**config.mk**
```make
export PLATFORM = sky130hd
export DESIGN_NAME = td4_prog_loader_flat
export DESIGN_NICKNAME = d
export VERILOG_FILES = /design/src/rtl/td4_pkg.sv /design/src/rtl/td4_prog_loader_if.sv /design/src/rtl/td4_uart_rx.sv /design/src/rtl/td4_prog_loader.sv /design/src/flat_wrapper.sv
export SDC_FILE = /design/constraint.sdc
export NUM_CORES = 1
export LEC_CHECK = 0
export ABC_AREA = 1
export ABC_CLOCK_PERIOD_IN_PS = 4300
export BUFFER_PORTS_ARGS = -buffer_cell sky130_fd_sc_hd__clkbuf_2
export CAP_MARGIN = 10
export CORE_ASPECT_RATIO = 2
export CORE_MARGIN = 2
export CORE_UTILIZATION = 55
export CTS_CLUSTER_DIAMETER = 120
export DETAILED_ROUTE_END_ITERATION = 7
export GPL_TIMING_DRIVEN = 0
export PLACE_DENSITY_LB_ADDON = 0.15
export RECOVER_POWER = 50
export SKIP_CTS_REPAIR_TIMING = 1
export SYNTH_ARGS = -nofsm -noshare
export SYNTH_HDL_FRONTEND = slang
export SYNTH_SLANG_ARGS = --single-unit
export TNS_END_PERCENT = 50
```
**constraint.sdc**
```tcl
create_clock -name clock -period 4.3 [get_ports clock]
set_input_delay 0 -clock clock [delete_from_list [all_inputs] [get_ports clock]]
set_output_delay 0 -clock clock [all_outputs]
set_load 0.01 [all_outputs]
```
**src/rtl/td4_pkg.sv**
```systemverilog
// Shared TD4 definitions: program memory geometry, frame marker and the state
// encodings used by the serial program loader and its UART receiver.
package td4_pkg;
  localparam int PROG_DEPTH = 16;
  localparam int INSTR_W    = 8;
  localparam int ADDR_W     = $clog2(PROG_DEPTH);

  localparam logic [INSTR_W-1:0] SYNC_BYTE_DEF = 8'hA5;

  typedef enum logic [1:0] {ST_IDLE, ST_LOAD, ST_CHECK, ST_DONE} loader_state_t;
  typedef enum logic [1:0] {RX_IDLE, RX_START, RX_DATA, RX_STOP} rx_state_t;
endpackage

```
**src/rtl/td4_prog_loader_if.sv**
```systemverilog
// Instruction-memory write port driven by the program loader.
interface td4_prog_loader_if;
  import td4_pkg::*;

  logic               mem_we;
  logic [ADDR_W-1:0]  mem_addr;
  logic [INSTR_W-1:0] mem_wdata;

  modport master (output mem_we, mem_addr, mem_wdata);
  modport slave  (input  mem_we, mem_addr, mem_wdata);
endinterface

```
**src/rtl/td4_uart_rx.sv**
```systemverilog
// 8N1 UART receiver: 2-flop synchroniser, mid-bit sampling, glitch-rejecting
// start detection; pulses byte_valid on a good stop bit, frame_err otherwise.
module td4_uart_rx
  import td4_pkg::*;
#(
  parameter int CLKS_PER_BIT = 434
) (
  input  logic       clock,
  input  logic       reset,
  input  logic       rx,
  output logic       byte_valid,
  output logic [7:0] byte_data,
  output logic       frame_err
);
  localparam int CNT_W = $clog2(CLKS_PER_BIT);
  localparam logic [CNT_W-1:0] HALF = CNT_W'(CLKS_PER_BIT / 2 - 1);
  localparam logic [CNT_W-1:0] FULL = CNT_W'(CLKS_PER_BIT - 1);

  rx_state_t        state, state_n;
  logic [CNT_W-1:0] cnt, cnt_n;
  logic [2:0]       bit_idx, bit_n;
  logic [7:0]       shift, shift_n;
  logic             valid_n, err_n;
  logic             rx_meta, rx_sync, rx_prev;

  // NOTE: synchroniser flops reset to the idle-high line level so that leaving
  // reset never looks like a falling edge.
  always_ff @(posedge clock or negedge reset) begin
    if (!reset) begin
      rx_meta    <= 1'b1;
      rx_sync    <= 1'b1;
      rx_prev    <= 1'b1;
      state      <= RX_IDLE;
      cnt        <= '0;
      bit_idx    <= '0;
      shift      <= '0;
      byte_valid <= 1'b0;
      frame_err  <= 1'b0;
    end else begin
      rx_meta    <= rx;
      rx_sync    <= rx_meta;
      rx_prev    <= rx_sync;
      state      <= state_n;
      cnt        <= cnt_n;
      bit_idx    <= bit_n;
      shift      <= shift_n;
      byte_valid <= valid_n;
      frame_err  <= err_n;
    end
  end

  always_comb begin
    state_n = state;
    cnt_n   = cnt + 1'b1;
    bit_n   = bit_idx;
    shift_n = shift;
    valid_n = 1'b0;
    err_n   = 1'b0;
    case (state)
      RX_IDLE: begin
        cnt_n = '0;
        if (rx_prev && !rx_sync) state_n = RX_START;
      end
      RX_START: if (cnt == HALF) begin
        // A start bit that is high again at mid-bit was only a glitch.
        cnt_n   = '0;
        bit_n   = '0;
        state_n = rx_sync ? RX_IDLE : RX_DATA;
      end
      RX_DATA: if (cnt == FULL) begin
        cnt_n   = '0;
        shift_n = {rx_sync, shift[7:1]};
        bit_n   = bit_idx + 1'b1;
        if (bit_idx == 3'd7) state_n = RX_STOP;
      end
      RX_STOP: if (cnt == FULL) begin
        cnt_n   = '0;
        state_n = RX_IDLE;
        valid_n = rx_sync;
        err_n   = !rx_sync;
      end
      default: state_n = RX_IDLE;
    endcase
  end

  assign byte_data = shift;
endmodule

```
**src/rtl/td4_prog_loader.sv**
```systemverilog
// TD4 serial program loader: writes a 16-byte image received over UART and
// holds the core in reset until a complete image is accepted.
// Optional checksum byte after the image: define TD4_LOADER_CHECKSUM_EN.
module td4_prog_loader
  import td4_pkg::*;
#(
  parameter int                 CLKS_PER_BIT = 434,
  parameter logic [INSTR_W-1:0] SYNC_BYTE    = SYNC_BYTE_DEF,
  parameter int                 TIMEOUT_CLKS = 5_000_000
) (
  input  logic                    clock,
  input  logic                    reset,
  input  logic                    rx,
  td4_prog_loader_if.master       mem,
  output logic                    cpu_hold,
  output logic                    load_done,
  output logic                    load_err
);
  localparam int TMO_W = $clog2(TIMEOUT_CLKS + 1);
  localparam logic [TMO_W-1:0]  TMO_LAST = TMO_W'(TIMEOUT_CLKS - 1);
  localparam logic [ADDR_W-1:0] IDX_LAST = ADDR_W'(PROG_DEPTH - 1);

  logic               byte_valid, frame_err;
  logic [INSTR_W-1:0] byte_data;

  td4_uart_rx #(.CLKS_PER_BIT(CLKS_PER_BIT)) u_rx (
    .clock      (clock),
    .reset      (reset),
    .rx         (rx),
    .byte_valid (byte_valid),
    .byte_data  (byte_data),
    .frame_err  (frame_err)
  );

  loader_state_t      state, state_n;
  logic [ADDR_W-1:0]  idx, idx_n, addr_q, addr_n;
  logic [INSTR_W-1:0] sum, sum_n, wdata_q, wdata_n;
  logic [TMO_W-1:0]   tmo_cnt, tmo_n;
  logic               we_q, we_n, hold_n, done_n, err_n;

  // NOTE: all state uses non-blocking assignments so every register samples
  // the values from before this edge, whatever order the tools evaluate in.
  always_ff @(posedge clock or negedge reset) begin
    if (!reset) begin
      state     <= ST_IDLE;
      idx       <= '0;
      sum       <= '0;
      tmo_cnt   <= '0;
      we_q      <= 1'b0;
      addr_q    <= '0;
      wdata_q   <= '0;
      cpu_hold  <= 1'b0;
      load_done <= 1'b0;
      load_err  <= 1'b0;
    end else begin
      state     <= state_n;
      idx       <= idx_n;
      sum       <= sum_n;
      tmo_cnt   <= tmo_n;
      we_q      <= we_n;
      addr_q    <= addr_n;
      wdata_q   <= wdata_n;
      cpu_hold  <= hold_n;
      load_done <= done_n;
      load_err  <= err_n;
    end
  end

  // NOTE: every output of this block gets a default first, so no path can
  // leave one unassigned and infer a latch.
  always_comb begin
    state_n = state;
    idx_n   = idx;
    sum_n   = sum;
    tmo_n   = '0;
    we_n    = 1'b0;
    addr_n  = addr_q;
    wdata_n = wdata_q;
    hold_n  = cpu_hold;
    done_n  = load_done;
    err_n   = load_err;
    case (state)
      ST_IDLE: if (byte_valid && byte_data == SYNC_BYTE) begin
        state_n = ST_LOAD;
        hold_n  = 1'b1;
        done_n  = 1'b0;
        err_n   = 1'b0;
        idx_n   = '0;
        sum_n   = '0;
      end
      ST_LOAD, ST_CHECK: begin
        // Any abort keeps the core held: a partial image must never run.
        if (frame_err || (!byte_valid && tmo_cnt == TMO_LAST)) begin
          state_n = ST_IDLE;
          err_n   = 1'b1;
        end else if (byte_valid) begin
          if (state == ST_LOAD) begin
            we_n    = 1'b1;
            addr_n  = idx;
            wdata_n = byte_data;
            sum_n   = sum + byte_data;
            if (idx == IDX_LAST) begin
`ifdef TD4_LOADER_CHECKSUM_EN
              state_n = ST_CHECK;
`else
              state_n = ST_DONE;
              hold_n  = 1'b0;
              done_n  = 1'b1;
`endif
            end else begin
              idx_n = idx + 1'b1;
            end
          end
`ifdef TD4_LOADER_CHECKSUM_EN
          else if (byte_data == sum) begin
            state_n = ST_DONE;
            hold_n  = 1'b0;
            done_n  = 1'b1;
          end else begin
            state_n = ST_IDLE;
            err_n   = 1'b1;
          end
`endif
        end else begin
          tmo_n = tmo_cnt + 1'b1;
        end
      end
      ST_DONE: state_n = ST_IDLE;
      default: state_n = ST_IDLE;
    endcase
  end

  assign mem.mem_we    = we_q;
  assign mem.mem_addr  = addr_q;
  assign mem.mem_wdata = wdata_q;
endmodule

```
**src/flat_wrapper.sv**
```systemverilog
// flat-port wrapper written by rule: the top's interface ports become plain ports
module td4_prog_loader_flat import td4_pkg::*;
#(
  parameter int                 CLKS_PER_BIT = 434,
  parameter logic [INSTR_W-1:0] SYNC_BYTE    = SYNC_BYTE_DEF,
  parameter int                 TIMEOUT_CLKS = 5_000_000
)
  (clock, reset, rx, cpu_hold, load_done, load_err, mem_mem_we, mem_mem_addr, mem_mem_wdata);
  td4_prog_loader_if mem_i ();
  input  logic clock;
  input  logic reset;
  input  logic rx;
  output logic cpu_hold;
  output logic load_done;
  output logic load_err;
  output wire logic [$bits(mem_i.mem_we)-1:0] mem_mem_we;
  output wire logic [$bits(mem_i.mem_addr)-1:0] mem_mem_addr;
  output wire logic [$bits(mem_i.mem_wdata)-1:0] mem_mem_wdata;
  assign mem_mem_we = mem_i.mem_we;
  assign mem_mem_addr = mem_i.mem_addr;
  assign mem_mem_wdata = mem_i.mem_wdata;
  td4_prog_loader #(.CLKS_PER_BIT(CLKS_PER_BIT), .SYNC_BYTE(SYNC_BYTE), .TIMEOUT_CLKS(TIMEOUT_CLKS)) u_core (.clock(clock), .reset(reset), .rx(rx), .mem(mem_i), .cpu_hold(cpu_hold), .load_done(load_done), .load_err(load_err));
endmodule
```
## Yosys cells after proc, flatten, opt, wreduce, memory -nomap -nowiden

Index checks and enable logic that the tools add are counted.
Widths: inputs -> output; s select.

- Equality and inequality tests: 27
- Muxes and demuxes: 50
- Bitwise logic cells: 1
- Add/sub/neg operators: 4
- Reductions and logical operators: 20

Operators by type and width:

| operator | count |
|---|---|
| $mux 23 | 3 |
| $pmux 9 s3 | 1 |
| $add 23x1->23 const B | 1 |
| $eq 23x23->1 const B | 1 |
| $mux 2 | 11 |
| $mux 4 | 5 |
| $mux 1 | 19 |
| $mux 9 | 2 |
| $ne 2x2->1 const B | 8 |
| $reduce_and 6->1 | 2 |
| $add 9x1->9 const B | 1 |
| $eq 9x8->1 const B | 1 |
| $eq 9x9->1 const B | 1 |
| $eq 2x2->1 const B | 4 |
| $eq 8x8->1 const B | 1 |
| $ne 2x1->1 const B | 4 |
| $pmux 2 s4 | 1 |
| $pmux 4 s2 | 1 |
| $reduce_and 4->1 | 2 |
| $mux 3 | 2 |
| $ne 3x1->1 const B | 2 |
| $pmux 1 s2 | 3 |
| $pmux 2 s3 | 1 |
| $pmux 3 s2 | 1 |
| 16 further kinds | 24 |

- Output and inout port bits: 16
- Input bits: 3
- Word-level logic and storage cells: 120
- Flip-flop bits (word level): 72

## Depth between registers and ports, before layout

Gate-level depths: netlist of the first run.

- Word-level depth: 6
- Gate-level depth with buffers: 11
- Mapped depth without buffers: 11

## By module

From an unflattened synthesis of the first run, not the netlist that was laid out.

- Cell total of the unflattened synthesis: 436
- Area total of the unflattened synthesis: 3,801.1 µm²

By module, submodules not included:

| module | cells an instance | instances | area each (µm²) | sequential area each (µm²) |
|---|---|---|---|---|
| td4_prog_loader | 294 | 1 | 2,453.6 | 1,126.1 |
| td4_uart_rx | 142 | 1 | 1,347.5 | 679.4 |

## Least setup slack after synthesis of the first run

OpenSTA, ideal clock, no wires.

- Path kind: flip-flop to flip-flop
- Start point: register u_core.state[0]
- End point: register u_core.tmo_cnt[15]
- Data required time: 4.220 ns
- Path buffers: 1
- Stages on the path, launching flop included: 8
- Setup time: 0.080 ns
- Arrival: 1.423 ns
- Clock period less this slack: 1.503 ns
- Slack: 2.797 ns
- Cells stage by stage: dfrtp_1 inv_1 ha_1 inv_2 nor2_1 nand2_4 buf_6 nor3b_2

- Longest elaborated chain between the ends: 3
- Elaborated cells on any way between the ends: 4
- Those cells by class: eq/ne: 2; mux: 1; reduce/logical: 1

RTL lines:

| item | RTL line | RTL |
|---|---|---|
| start, declared | td4_prog_loader.sv:35 | `loader_state_t state, state_n;` |
| start signal, assigned | td4_prog_loader.sv:56 | `state <= state_n;` |
| $eq 2x2->1 / $eq 2x1->1 (equally long branches) | td4_prog_loader.sv:82 | `case (state)` |
| $reduce_or 2->1 (*) | td4_prog_loader.sv:82 |  |
| $mux 23 (*) | td4_prog_loader.sv:82 |  |
| named net u_core.tmo_n[15] | td4_prog_loader.sv:38 | `logic [TMO_W-1:0] tmo_cnt, tmo_n;` |
| end signal, assigned | td4_prog_loader.sv:59 | `tmo_cnt <= tmo_n;` |
| end, declared | td4_prog_loader.sv:38 |  |

The timed path passes the listed nets; every way through them passes the cells marked *.
A chain may end at the register's enable or synchronous reset.

## Final worst setup path of the first run

- Start point: register u_core.state[1]
- End point: register u_core.tmo_cnt[15]

The elaborated chain is that of the path after synthesis.

==> qor.txt, run 1 <==
n_diodes = 0
via/cell ratio = 5.14
warnings from Yosys = 0
H-tree levels = 3
vias in the first global route = 2,746
CTS Buffer Depth = 2
floorplan row count = 42
number of flip-flops and latches in the synthesized netlist = 72
fmax = 560 MHz
depth of the worst register-to-register path = 7
RR Startpoint = u_core.state[1]
clock root buffer master = sky130_fd_sc_hd__clkbuf_16
data arrival time of the worst path = 2030 ps
Clock Skews = 9.94 ps
Vias = 2,767
final total power = 1.63 mW
cell type contributing the most total cell area after synthesis = sky130_fd_sc_hd__dfrtp_1
net count after synthesis = 428
class of the most critical hold timing path = input port to flip-flop
period utilization = 41.6%
Max rail drop VDD = 335 uV
overall die height = 119 microns
global routing usage summed across all routing layers = 21.8%
width of the die = 61.5 microns
Maximum Capacitance Violations = 1
largest fanout on the critical path = 10
register area share after synthesis = 49.7%
top cell types by occurrence after synthesis = 90 x sky130_fd_sc_hd__nand2_1, 69 x sky130_fd_sc_hd__dfrtp_1, 55 x sky130_fd_sc_hd__nor2_1, 48 x sky130_fd_sc_hd__inv_1, 23 x sky130_fd_sc_hd__nand3_1
Std-Cell Core Area = 6520 sq um
Worst Hold Depth = 2
start point of the worst hold path = rx
total number of nets in the final design = 460
latest clock arrival within the worst-skew pair = 330 ps
worst slew margin relative to its limit = -17.7%
area share of the largest cell type after synthesis = 47.5%
setup tns final = 0 ps
number of design-rule violations left by the first detailed-router iteration = 204
DPL Wire Length = 4800 microns
setup-violating endpoint count in the final report = 0
clock slew at the register clock pins of the worst setup and hold paths = 50 ps
overall die area = 7320 sq um
number of clock buffers inserted by TritonCTS = 9
final weighted congestion of routability-driven global placement = 0.841
Top FF cell, synth = sky130_fd_sc_hd__dfrtp_1
most used standard cell by instance count after synthesis = sky130_fd_sc_hd__nand2_1
crit end category = flip-flop
unrepaired setup endpoints after global routing = false
Cells after Synth = 414
Worst setup SP type = flip-flop
initial antenna violation count = 0
number of buffer cells added on primary ports = 18
WL per Instance = 12.7 microns
slack of the worst reg-to-reg path = 2510 ps
synthesized area per cell = 8.78 sq um
wire length of the first global-routing pass = 12,000 microns
DRC Markers = 0
effective utilization at floorplan = 55.8%
shortest period the worst path allows = 1790 ps
top cells by area, synth = sky130_fd_sc_hd__dfrtp_1 47%, sky130_fd_sc_hd__nand2_1 9.3%, sky130_fd_sc_hd__nor2_1 5.7%
violations in the final reports = capacitance limit, slew limit
number of pins exceeding their max-slew limit in the final report = 32
count of clock tree sinks = 72
slew of the pin with the lowest slew margin = 1770 ps
final global-route overflow total = 0
classification of the worst setup path = flip-flop to flip-flop
Area Growth Syn to Fin = 14.6%
wire length reported by the detailed router = 6820 microns
Antenna Violating Nets Remaining = 0
outcome = finished, violations left
number of I/O pins = 19
pin count of the biggest net entering global routing = 42
power density over cell area = 390 nW/um^2
standby leakage power = 1.89 nW
synth unique cells = 34
required time of the critical path = 4540 ps
number of hold violations in the final report = 0
clock tree from TritonCTS = done
asr flop ratio synth = 100%
netlist area before placement = 3640 sq um
layout cell share with drive strength beyond 1 = 16.2%
Post-synth EDFFs = 0
first-pass iteration count of the detailed router = 4
CP startpoint = u_core.state[1]
## layout make-up
type	count	area, sq um
multi-input combinational	282	1570
clock inverter	2	37.5
timing repair buffer	21	113
sequential	72	1810
buffer	6	57.6
inverter	54	208
clock buffer	13	270
tap	88	110
fill	592	2350
## critical path: stages (launching register included)
cell	delay [ps]
sky130_fd_sc_hd__dfrtp_1	390
sky130_fd_sc_hd__inv_1	80
sky130_fd_sc_hd__ha_1	400
sky130_fd_sc_hd__inv_2	130
sky130_fd_sc_hd__nor2_1	270
sky130_fd_sc_hd__nand2_4	100
sky130_fd_sc_hd__buf_6	160
sky130_fd_sc_hd__nor3b_2	170
## state kept, by name (all words and copies together), names as in the netlist, 2 cells and up, named ones only
register / flops
u_core.u_rx.byte_data: 8
u_core.mem.mem_wdata: 8
u_core.idx: 4
u_core.u_rx.bit_idx: 3
u_core.state: 2
u_core.tmo_cnt: 23
u_core.u_rx.cnt: 9
u_core.mem.mem_addr: 4
## metrics by stage
stage	hold WS, ps	area (sq um)	util, %	setup slack (ps)	std cells
after floorplan	-296	3640	-	2800	414
after global routing	310	4170	63.9	2220	538
after detailed placement	4.00	3860	59.2	2590	521
after global placement	91.4	3840	58.9	2610	520
final	321	4170	63.9	2510	538
after CTS	-352	4170	63.9	2510	536
## worst paths after layout
| path | endpoint |
|---|---|
| max | u_core.tmo_cnt[15] |
| min in group asynchronous | u_core.tmo_cnt[9] |
| max reg2reg | u_core.tmo_cnt[15] |
| min | u_core.u_rx.rx_meta |
| max in group asynchronous | u_core.u_rx.rx_prev |
| min reg2reg | u_core.u_rx.rx_sync |
## power breakdown
part	internal [mW]	switching (mW)	total [mW]
logic	0.0465	0.100	0.147
registers	0.701	0.0239	0.725
clock network	0.493	0.261	0.754
## routing by layer
layer	track usage [%]	wire length, microns
met4	10.4	191
met5	0	0
met3	5.32	208
met2	33.6	3510
met1	27.9	2910
## cell usage in the layout, fill, tap and decap left out, types with 7 or more instances in the layout
master / netlist / routed
sky130_fd_sc_hd__dfrtp_1: 69 / 69
sky130_fd_sc_hd__a21oi_1: 11 / 11
sky130_fd_sc_hd__nor2_2: 9 / 9
sky130_fd_sc_hd__nand2_1: 90 / 90
sky130_fd_sc_hd__o21ai_2: 13 / 13
sky130_fd_sc_hd__nor2_1: 55 / 55
sky130_fd_sc_hd__xor2_1: 14 / 14
sky130_fd_sc_hd__ha_1: 11 / 11
sky130_fd_sc_hd__clkbuf_16: 0 / 9
sky130_fd_sc_hd__nand3_1: 23 / 23
sky130_fd_sc_hd__nor3_1: 7 / 7
sky130_fd_sc_hd__inv_1: 48 / 48
sky130_fd_sc_hd__clkbuf_1: 0 / 15
sky130_fd_sc_hd__o21ai_0: 14 / 14
## kinds of logic after synthesis
kind of cell | after synthesis | share of synthesized area (%)
AND/OR/NAND/NOR | 212 | 27.9
adder cells (fa/ha/maj) | 11 | 3.79
buffers and inverters | 60 | 7.29
XOR/XNOR | 18 | 4.34
AO/OA/AOI/OAI | 41 | 7.05
flip-flops | 72 | 49.7
(Power assumes the default switching activity.)
==> run 2: changes to the inputs <==
ABC_CLOCK_PERIOD_IN_PS = 1800   (was 4300)
clock period = 1.8 ns   (was 4.3 ns; I/O delays follow)
==> qor.txt, run 2 (synthesis gave the netlist of run 1 again) <==
switching power = 0.937 mW (was 0.385 mW)
power density over cell area = 929 nW/um^2 (was 390 nW/um^2)
H-tree levels = 3 (unchanged)
number of I/O pins = 19 (unchanged)
first-pass iteration count of the detailed router = 5 (was 4)
DPL Wire Length = 4800 microns (unchanged)
depth of the worst register-to-register path = 8 (was 7)
clock slew at the register clock pins of the worst setup and hold paths = 50 ps (about the same)
most frequent cell on the critical path = sky130_fd_sc_hd__nor2_2
initial antenna violation count = 0 (unchanged)
slew of the pin with the lowest slew margin = 771 ps (was 1770 ps)
WL per Instance = 12.7 microns (about the same)
required time of the critical path = 2020 ps (was 4540 ps)
highest-count cells in the layout ignoring fill and taps = 89 x sky130_fd_sc_hd__nand2_1, 68 x sky130_fd_sc_hd__dfrtp_1, 53 x sky130_fd_sc_hd__nor2_1 (was 90 x sky130_fd_sc_hd__nand2_1, 69 x sky130_fd_sc_hd__dfrtp_1, 55 x sky130_fd_sc_hd__nor2_1)
final-layout worst hold slack = 273 ps (was 321 ps)
n_diodes = 0 (unchanged)
largest stage delay on the critical path = 360 ps (was 400 ps)
number of hold violations in the final report = 0 (unchanged)
clock tree from TritonCTS = done (unchanged)
total number of nets in the final design = 461 (was 460)
count of clock tree sinks = 72 (unchanged)
latest clock arrival within the worst-skew pair = 330 ps (about the same)
overall die area = 7320 sq um (unchanged)
class of the most critical hold timing path = input port to async pin (was input port to flip-flop)
worst slew margin relative to its limit = 48.6% (was -17.7%)
CTS Buffer Depth = 2 (unchanged)
Clock Skews = 9.61 ps (was 9.94 ps)
Area Growth Syn to Fin = 15.6% (was 14.6%)
Max rail drop VDD = 804 uV (was 335 uV)
clock network fraction of design power = 46.1% (was 46.4%)
overall die height = 119 microns (unchanged)
width of the die = 61.5 microns (unchanged)
classification of the worst setup path = flip-flop to flip-flop (unchanged)
DRC Markers = 0 (unchanged)
number of buffer and inverter instances along the worst setup path = 0 (was 3)
Cell Count Post-Placement = 521 (unchanged)
wire length reported by the detailed router = 6860 microns (was 6820 microns)
effective utilization at floorplan = 55.8% (unchanged)
internal power of the cells = 2.97 mW (was 1.24 mW)
global routing usage summed across all routing layers = 21.8% (unchanged)
Std-Cell Core Area = 6520 sq um (unchanged)
floorplan row count = 42 (unchanged)
combinational cell fraction of total power = 9.6% (was 9.0%)
final total power = 3.91 mW (was 1.63 mW)
flip-flop count of the largest register, all copies and words added = 23 (unchanged)
library cell contributing the largest single delay on the critical path = sky130_fd_sc_hd__dfrtp_1 (was sky130_fd_sc_hd__ha_1)
via/cell ratio = 5.18 (was 5.14)
Worst setup SP type = flip-flop (unchanged)
number of pins exceeding their max-slew limit in the final report = 0 (was 32)
outcome = finished clean (was finished, violations left)
setup-violating endpoint count in the final report = 0 (unchanged)
Antenna Violating Nets Remaining = 0 (unchanged)
number of clock buffers inserted by TritonCTS = 9 (unchanged)
number of cells on the critical path = 8 (was 7)
sequential standard cell area = 1810 sq um (about the same)
fill cell count = 583 (was 592)
area used by multi-input combinational logic = 1600 sq um (was 1570 sq um)
data arrival time of the worst path = 1850 ps (was 2030 ps)
top register by number of flip-flops = u_core.tmo_cnt (unchanged)
kind of cell with the highest combined delay on the critical path = simple AND/OR/NAND/NOR gates (unchanged)
crit end category = flip-flop (unchanged)
Vias = 2,790 (was 2,767)
CP cell instances = ha_1 -> nand2_1 -> nor2_2 -> nand3_2 -> nor2_4 -> nand4_2 -> xor2_1 -> nor2_2 (was inv_1 -> ha_1 -> inv_2 -> nor2_1 -> nand2_4 -> buf_6 -> nor3b_2)
Maximum Capacitance Violations = 0 (was 1)
layout cell share with drive strength beyond 1 = 18.2% (was 16.2%)
vias in the first global route = 2,746 (unchanged)
final weighted congestion of routability-driven global placement = 0.841 (unchanged)
utilization after layout = 64.5% (was 63.9%)
wire length of the first global-routing pass = 12,000 microns (unchanged)
number of design-rule violations left by the first detailed-router iteration = 233 (was 204)
largest registers = u_core.tmo_cnt: 23 flops, u_core.u_rx.cnt: 9 flops (unchanged)
switching share of total power = 24.0% (was 23.7%)
most common cell after layout, fill and taps aside = sky130_fd_sc_hd__nand2_1 (unchanged)
shortest period the worst path allows = 1640 ps (was 1790 ps)
period utilization = 90.9% (was 41.6%)
non-filler cells, final = 539 (was 538)
final global-route overflow total = 0 (unchanged)
proportion of power drawn by flip-flops and latches = 44.3% (was 44.6%)
number of buffer cells added on primary ports = 18 (unchanged)
standby leakage power = 1.90 nW (was 1.89 nW)
largest fanout on the critical path = 6 (was 10)
pin count of the biggest net entering global routing = 42 (unchanged)
clock root buffer master = sky130_fd_sc_hd__clkbuf_16 (unchanged)
fmax = 611 MHz (was 560 MHz)
[run 2: metal layers]
layer	part of all wire (%)	vias up	track usage, %
li1	-	1379	-
met1	42	1347	27.9
met5	0	-	0
met2	52	50	33.6
met4	2.8	0	10.4
met3	3.0	14	5.32
[run 2: worst paths after layout]
path / start / slack (ps) / to
worst max register to register: u_core.tmo_cnt[0] / 160 / u_core.tmo_cnt[22]
worst min register to register: u_core.u_rx.rx_meta / 370 / u_core.u_rx.rx_sync
worst min-delay path: reset / 270 / u_core.tmo_cnt[9]
max in group asynchronous: reset / 410 / u_core.u_rx.byte_valid
min in group clock: rx / 320 / u_core.u_rx.rx_meta
worst max-delay path: u_core.tmo_cnt[0] / 160 / u_core.tmo_cnt[22]
[run 2: stage by stage]
step | TNS, ps | cell area (sq um) | setup slack, ps
after floorplan | 0 | 3640 | 297
after global placement | 0 | 3840 | 107
after detailed placement | 0 | 3860 | 86.2
after CTS | 0 | 4170 | 6.00
after global routing | -5.12 | 4200 | -5.12
final | 0 | 4200 | 164
[run 2: power groups by stage]
stage / combinational, mW / sequential (mW) / clock (mW)
finish: 0.374 / 1.73 / 1.80
global route: 0.440 / 1.74 / 1.92
CTS: 0.355 / 1.73 / 1.84
detailed placement: 0.355 / 1.76 / 0
global placement: 0.332 / 1.76 / 0
floorplan: 0.256 / 1.75 / 0
[run 2: cell type report]
type                       instances  share of cell area, %
buffer                             6                   1.46
timing repair buffer              22                   2.59
sequential                        72                   43.0
inverter                          54                   5.00
clock buffer                      13                   6.43
multi-input combinational        282                   38.0
clock inverter                     2                  0.893
tap                               88                   2.62
